$ cat config.mk
export PLATFORM = sky130hd
export DESIGN_NAME = tx_frame_arbiter
export DESIGN_NICKNAME = d
export VERILOG_FILES = /design/src/rtl/tx_frame_arbiter.sv
export SDC_FILE = /design/constraint.sdc
export NUM_CORES = 1
export LEC_CHECK = 0
export CORE_MARGIN = 2
export CORE_UTILIZATION = 57
export CTS_BUF_LIST = sky130_fd_sc_hd__clkbuf_8
export CTS_CLUSTER_SIZE = 28
export DETAILED_ROUTE_END_ITERATION = 7
export GPL_TIMING_DRIVEN = 0
export PLACE_DENSITY = 0.86
export SETUP_SLACK_MARGIN = 0.1
export SYNTH_ARGS = -nofsm -noshare
export SYNTH_HDL_FRONTEND = slang
export SYNTH_SLANG_ARGS = --single-unit
$ cat constraint.sdc
create_clock -name REF_CLK -period 6.04 [get_ports REF_CLK]
set_input_delay 1.208 -clock REF_CLK [delete_from_list [all_inputs] [get_ports REF_CLK]]
set_output_delay 1.208 -clock REF_CLK [all_outputs]
set_load 0.03 [all_outputs]
$ cat src/rtl/tx_frame_arbiter.sv
// Round-robin, frame-granular arbiter that merges two byte sources into the shared RMII TX FIFO write port.
// Frames are bounded by MAX_LEN and a stall timeout; a frame that is cut off always ends with an EOD byte.
module tx_frame_arbiter #(
  parameter int MAX_LEN = 1518,
  parameter int TIMEOUT = 64
) (
  input  logic        REF_CLK,
  input  logic        arst_n,
  input  logic        s0_req,
  input  logic [7:0]  s0_data,
  input  logic        s0_valid,
  input  logic        s0_last,
  output logic        s0_ready,
  output logic        s0_grant,
  input  logic        s1_req,
  input  logic [7:0]  s1_data,
  input  logic        s1_valid,
  input  logic        s1_last,
  output logic        s1_ready,
  output logic        s1_grant,
  input  logic        fifo_afull,
  output logic        fifo_wren,
  output logic [7:0]  fifo_din,
  output logic        fifo_EOD_in,
  output logic        busy,
  output logic [15:0] frame_count_gray,
  output logic [15:0] abort_count_gray,
  output logic [2:0]  dbg_state
);

  typedef enum logic [2:0] {
    S_IDLE  = 3'd0,
    S_BODY  = 3'd1,
    S_ABORT = 3'd2,
    S_DRAIN = 3'd3,
    S_GAP   = 3'd4
  } state_t;

  localparam logic [10:0] LEN_LAST  = 11'(MAX_LEN - 1);
  localparam logic [7:0]  IDLE_LAST = 8'(TIMEOUT - 1);

  state_t      state, state_d;
  logic        sel, sel_d;
  logic        last_grant, last_grant_d;
  logic [10:0] byte_cnt, byte_cnt_d;
  logic [7:0]  idle_cnt, idle_cnt_d;
  logic        wren_d;
  logic [7:0]  din_d;
  logic        eod_d;
  logic [15:0] frame_cnt, abort_cnt;
  logic        frame_inc, abort_inc;

  logic        sel_req, sel_valid, sel_last;
  logic [7:0]  sel_data;
  logic        in_frame, accept_phase, hs;

  // Handshake: a byte moves on the rising edge where the granted source has
  // sX_valid=1 and sX_ready=1. Ready is combinational from state and fifo_afull,
  // valid/data/last must be held by the source until that edge.
  assign sel_req   = sel ? s1_req   : s0_req;
  assign sel_valid = sel ? s1_valid : s0_valid;
  assign sel_last  = sel ? s1_last  : s0_last;
  assign sel_data  = sel ? s1_data  : s0_data;

  assign in_frame     = (state == S_BODY) || (state == S_ABORT) || (state == S_DRAIN);
  assign accept_phase = ((state == S_BODY) && !fifo_afull) || (state == S_DRAIN);

  assign s0_grant = in_frame && !sel;
  assign s1_grant = in_frame && sel;
  assign s0_ready = s0_grant && accept_phase;
  assign s1_ready = s1_grant && accept_phase;
  assign hs       = sel_valid && accept_phase;

  assign busy             = (state != S_IDLE);
  assign dbg_state        = state;
  assign frame_count_gray = frame_cnt ^ (frame_cnt >> 1);
  assign abort_count_gray = abort_cnt ^ (abort_cnt >> 1);

  always_ff @(posedge REF_CLK or negedge arst_n) begin
    if (!arst_n) begin
      state       <= S_IDLE;
      sel         <= 1'b0;
      last_grant  <= 1'b1;
      byte_cnt    <= '0;
      idle_cnt    <= '0;
      fifo_wren   <= 1'b0;
      fifo_din    <= '0;
      fifo_EOD_in <= 1'b0;
      frame_cnt   <= '0;
      abort_cnt   <= '0;
    end else begin
      state       <= state_d;
      sel         <= sel_d;
      last_grant  <= last_grant_d;
      byte_cnt    <= byte_cnt_d;
      idle_cnt    <= idle_cnt_d;
      fifo_wren   <= wren_d;
      fifo_din    <= din_d;
      fifo_EOD_in <= eod_d;
      frame_cnt   <= frame_cnt + {15'd0, frame_inc};
      abort_cnt   <= abort_cnt + {15'd0, abort_inc};
    end
  end

  always_comb begin
    state_d      = state;
    sel_d        = sel;
    last_grant_d = last_grant;
    byte_cnt_d   = byte_cnt;
    idle_cnt_d   = idle_cnt;
    wren_d       = 1'b0;
    din_d        = fifo_din;
    eod_d        = fifo_EOD_in;
    frame_inc    = 1'b0;
    abort_inc    = 1'b0;
    case (state)
      S_IDLE: begin
        if (s0_req || s1_req) begin
          // On a tie the source that did not own the previous frame wins.
          sel_d        = (s0_req && s1_req) ? !last_grant : s1_req;
          last_grant_d = sel_d;
          byte_cnt_d   = '0;
          idle_cnt_d   = '0;
          state_d      = S_BODY;
        end
      end
      S_BODY: begin
        if (hs) begin
          wren_d     = 1'b1;
          din_d      = sel_data;
          eod_d      = 1'b0;
          byte_cnt_d = byte_cnt + 11'd1;
          idle_cnt_d = '0;
          if (sel_last) begin
            eod_d     = 1'b1;
            frame_inc = 1'b1;
            state_d   = S_GAP;
          end else if (byte_cnt == LEN_LAST) begin
            eod_d     = 1'b1;
            abort_inc = 1'b1;
            state_d   = S_DRAIN;
          end
        end else if (idle_cnt == IDLE_LAST) begin
          state_d = S_ABORT;
        end else begin
          idle_cnt_d = idle_cnt + 8'd1;
        end
      end
      S_ABORT: begin
        // The closing EOD byte needs a free FIFO entry like any other write.
        if (!fifo_afull) begin
          wren_d    = 1'b1;
          din_d     = 8'h00;
          eod_d     = 1'b1;
          abort_inc = 1'b1;
          state_d   = S_DRAIN;
        end
      end
      S_DRAIN: begin
        if ((hs && sel_last) || !sel_req) begin
          state_d = S_GAP;
        end
      end
      S_GAP: begin
        state_d = S_IDLE;
      end
      default: begin
        state_d = S_GAP;
      end
    endcase
  end

endmodule

==> results by group <==
Routing
  – M1 wire length: 3500 µm
  – Wire per inst: approximately 16 µm
  – Via count: 2826
  – Total length of routed met2 wires: 4070 µm
  – Total Wirelength: 8080 µm
  – Starting DRT DRC Count: 146
  – Remaining DRCs: 0
  – DRT Pass-1 Iters: 4
  – Metal3 WL: about 400 µm
  – Final ANT Viol Nets: 0
  – Vias per Instance: 5.65
  – Highest routed metal layer: met4

Synthesis
  – Synth top area share: about 46%
  – Mapped Area: 3500 µm²
  – FFs w/ async S/R, synth: 100%
  – Area leader, netlist: dfrtp_1
  – Mapped Cells: 335
  – Sequential area share after synthesis: 47.2%
  – Dominant cells by area after synthesis: dfrtp_1 (46%), ha_1 (12%), xnor2_1 (7.0%)
  – Netlist cell types: 43
  – EDFF count, synth: 0
  – Net Count, Synth: 393
  – Synth top cells by count: dfrtp_1 (65), nand2_1 (39), ha_1 (33)
  – Yosys warning count: 0
  – Top FF cell, synth: dfrtp_1
  – Most frequent cell after synthesis: dfrtp_1
  – Post-synthesis register bit count: between 60 and 70
  – Syn avg cell area: 10.5 µm²

Critical path
  – CP Data Required Time: 4.83 ns
  – Critical Path AT: around 2.9 ns
  – CP Capture Type: output port
  – Crit Path Class: input pin to output port
  – CP max FO: 7
  – Crit start category: input pin

Floorplan
  – Starting density of the core: around 60%
  – Die Wd: around 82 µm
  – Die Y-Extent: 82.4 µm
  – I/O pin count: 75
  – Die Area: 6780 µm²
  – Std cell rows: 28
  – Core area: 5920 µm²

STA
  – Slew @ Worst Pin: 1.24 ns
  – Endpoints failing setup: 0
  – Slew margin rel.: about 17%
  – Layout Skew: 0.0135 ns
  – Tcrit/Tclk final: 67.6%
  – Max Slew Vio Count: 0
  – Peak Freq: about 0.24 GHz
  – Setup repair after global routing missed its margin: no
  – Min Tclk post-route: 4.08 ns
  – Setup Total Neg Slack: 0 ns
  – Hold Vio Cnt, Final: 0

Final layout
  – FILL cells: 386
  – Layout Area Growth over Synthesis: 30.0%
  – Final core utilization: 76.9%
  – Final nets: between 400 and 500
  – Share of layout cells above drive strength 1: 6.59%
  – Number of diodes: 0

Worst hold path
  – Hold Crit Class: flip-flop to flip-flop

Clock network
  – CTS buffer count: 9
  – Clk_lat worst skew: 0.34 ns
  – H-tree depth: 3
  – CTS tree: done
  – Maximum buffer depth of the clock tree: 2
  – Post-CTS Setup Bufs: 0
  – CTS resizes: 0
  – CTS Hold Bufs: 0
  – Clk sink count: 66
  – Clock root cell: clkbuf_8
  – Clock transition at path regs: 0.07 ns

Power
  – Leak: ~0.0022 µW
  – Max IR drop VDD: 0.331 mV
  – PD cells: 390 nW/µm²

Place
  – Gp weighted congestion: ~0.89
  – Port Buffers: 74
  – Detailed Place HPWL: 5900 µm

Global routing
  – Global Route Usage Sum: 26.7%
  – Largest net degree at the start of global routing: 67
  – Total gr overflow: 0
  – First-pass GRT wire length: 13600 µm
  – Initial antenna violation count: 0
  – Vias in the first global route: approximately 2900

Outcome
  – Outcome: finished clean

Run
  – # Max-Cap Violations: 0
==> registers in the layout, indices dropped and copies added, names as in the netlist <==
register and cells:
abort_cnt 16, frame_cnt 16, byte_cnt 11, fifo_din 8
idle_cnt 8, dbg_state 3, fifo_EOD_in 1, fifo_wren 1
last_grant 1, sel 1
==> area by class of cell <==
class | instances | area (µm²) | area share [%]
Clock inverter | 6 | 81.3 | 1.79
Multi-Input combinational cell | 251 | 1760 | 38.8
Tap cell | 75 | 93.8 | 2.06
Timing Repair Buffer | 74 | 738 | 16.2
Buffer | 9 | 50.0 | 1.10
Inverter | 9 | 33.8 | 0.742
Sequential cell | 66 | 1650 | 36.3
Clock buffer | 10 | 138 | 3.02
==> kinds of logic after synthesis <==
group	count (synthesis)	synth area share [%]
simple gates	124	16.6
buf+inv	18	2.39
compound gates	39	7.54
flops	66	47.2
mux	13	3.97
xor+xnor	42	10.5
fa+ha+maj	33	11.8
==> power breakdown <==
group          internal (µW)  switching (µW)
Combinational            312             476
Sequential               518            60.9
Clock                    241             167
Total                   1070             704
==> critical path, stage by stage <==
cell	delay [ns]
clkdlybuf4s50_1	0.58
inv_1	0.13
o21ai_0	0.25
nor2_1	0.07
clkdlybuf4s50_1	0.63
==> final timing paths <==
check / cells past startpoint / slack (ns) / startpoint / to
setup / recovery: 5 / 1.96 / fifo_afull / s0_ready
hold / removal: 2 / 0.48 / fifo_din[7] / fifo_din[7]
setup reg to reg: 12 / 3.05 / dbg_state[0] / frame_cnt[14]
hold reg to reg: 2 / 0.48 / fifo_din[7] / fifo_din[7]
max in group asynchronous: 1 / 4.55 / arst_n / byte_cnt[10]
min in group asynchronous: 1 / 0.95 / arst_n / frame_cnt[12]
==> stage by stage <==
stage | area, µm² | total power (µW) | cells | hold WS [ns] | setup WS [ns]
2_1_floorplan | 3500 | 1080 | 335 | 0.456 | 2.99
3_3_place_gp | 4340 | 1340 | 484 | 0.463 | 1.65
3_5_place_dp | 4330 | 1370 | 484 | 0.471 | 1.98
4_1_cts | 4550 | 1780 | 500 | 0.487 | 1.97
5_1_grt | 4550 | 1880 | 500 | 0.513 | 1.85
6_report | 4550 | 1770 | 500 | 0.481 | 1.96
==> placed cells by master (no fill, tap or decap), types with 2 or more instances in the layout <==
| cell | synthesis | final |
|---|---|---|
| nand2b_1 | 2 | 2 |
| or3_1 | 4 | 4 |
| inv_1 | 9 | 10 |
| clkdlybuf4s50_1 | 0 | 73 |
| nor2b_1 | 2 | 2 |
| mux2i_1 | 9 | 9 |
| a21oi_1 | 3 | 3 |
| ha_1 | 33 | 33 |
| clkbuf_8 | 0 | 10 |
| nor2_1 | 29 | 29 |
| nor4_1 | 6 | 6 |
| nand3_1 | 18 | 18 |
| clkbuf_1 | 5 | 5 |
| clkinv_2 | 0 | 2 |
| o211ai_1 | 2 | 2 |
| a21o_1 | 2 | 2 |
| nor3_1 | 7 | 7 |
| bufinv_16 | 0 | 2 |
| mux2_2 | 3 | 3 |
| xnor2_1 | 28 | 28 |
| nand2_1 | 39 | 39 |
| xor2_1 | 14 | 14 |
| and3_1 | 5 | 5 |
| dfrtp_1 | 65 | 65 |
| buf_4 | 2 | 3 |
| a41oi_1 | 2 | 2 |
| o21ai_0 | 19 | 19 |
| nand4_1 | 8 | 8 |
==> routing by layer <==
layer | global-route usage [%] | vias up
met3 | 5.54 | 11
met1 | 33.2 | 1402
met4 | 9.67 | 0
met2 | 45.9 | 73
li1 | - | 1340
met5 | 0 | -
Power figures use the tool's default switching activity.
==> patch, RTL diff (config.mk and constraints unchanged) <==
`fifo_din` no longer has a reset.
--- a/src/rtl/tx_frame_arbiter.sv
+++ b/src/rtl/tx_frame_arbiter.sv
@@ -84,7 +84,6 @@
       byte_cnt    <= '0;
       idle_cnt    <= '0;
       fifo_wren   <= 1'b0;
-      fifo_din    <= '0;
       fifo_EOD_in <= 1'b0;
       frame_cnt   <= '0;
       abort_cnt   <= '0;
@@ -95,11 +94,14 @@
       byte_cnt    <= byte_cnt_d;
       idle_cnt    <= idle_cnt_d;
       fifo_wren   <= wren_d;
-      fifo_din    <= din_d;
       fifo_EOD_in <= eod_d;
       frame_cnt   <= frame_cnt + {15'd0, frame_inc};
       abort_cnt   <= abort_cnt + {15'd0, abort_inc};
     end
+  end
+
+  always_ff @(posedge REF_CLK) begin
+    fifo_din <= din_d;
   end
 
   always_comb begin
Function: differs if arst_n is asserted again (counterexample within 4 cycles, from zero or initial values and one cycle with arst_n low); with arst_n held inactive, the same outputs for 10 cycles.
==> patch against the original RTL <==
Power decreased by 3.8%; register-to-register slack lost 420 ps; wire length shrank 11%; final cell count down 3.8%; worst setup slack improved by 400 ps; synthesized area up 0.54%; via count down 6.6%; sequential share of layout area is 0.94 points higher; combinational power decreased by 4.8%; design area decreased by 0.16%; sequential cell count did not move; largest cell class unchanged.
==> patch: results (changes against the original RTL) <==
reg-to-reg startpoint dbg_state[1]; worst r2r dst abort_cnt[14]; NonClk Buf Share 17.8% (+0.47 points); Final HPWL DP 5370 µm (-9.0%); Routed wire per std cell 15.0 µm (-7.0%); skew final 8.96 ps (-4.54 ps); Synth Net Count 375 (-4.6%); routability congestion estimate 0.896 (+0.96%); PortBufs 73 (-1.4%); r2r worst-path depth 10 (-2); synth cell count leaders dfrtp_1 (57), nor2_1 (38), ha_1 (33), xnor2_1 (24), xor2_1 (19); sequential area share after synthesis 48.1% (+0.89 points); Fill cells 416 (+7.8%); DR vias 2640 (-6.6%); GRT met2 Usage 37.7% (-8.2 points); Buffers excl. clock 84 (+1.2%); Pint 1.04 mW (-2.9%); met3 routed WL 327 µm (-17%); Initial DRC Count 147 (+0.68%); GRT Util Overall 22.7% (-4.0 points); Worst Hold Launch last_grant; layout cell share with drive strength beyond 1 8.37% (+1.8 points); outcome complete, no violations; Slew headroom 11.7% (-5.1 points); sequential power 599 µW (+3.5%); library cells used by synthesis 42 (-2.3%); first-pass GRT wire length 11600 µm (-15%); Hold EP last_grant
patch: cell count changes after synthesis, sizes merged, moves of 4 or more:
cell and change:
nand2 -23, xnor2 -4, o21ai -12, nand4 +4, nor2 +8, nor3 +7
nor4 -5, nand3 -5, edfxtp +8, xor2 +5, dfrtp -8
patch: critical path, cell delays in order:
cell,delay (ps)
clkbuf_1,200
a21o_1,260
nor2_1,120
clkdlybuf4s50_1,690
patch: stage by stage:
step	total power [mW]	instances	cell area, µm²	hold WS (ps)	worst slack, ps
after CTS	1.72	481	4540	494	2360
after global routing	1.80	481	4540	535	2260
after detailed placement	1.35	466	4360	483	2080
final	1.71	481	4540	495	2360
after global placement	1.33	465	4340	477	1980
after floorplan	1.09	317	3520	463	2730
patch: kinds of logic after synthesis:
kind of cell | after synthesis | share of synthesized area [%]
compound gates | 30 | 5.69
xor+xnor | 43 | 10.7
fa+ha+maj | 33 | 11.7
buf+inv | 20 | 2.84
flops | 66 | 48.1
mux | 14 | 4.44
simple gates | 111 | 16.5
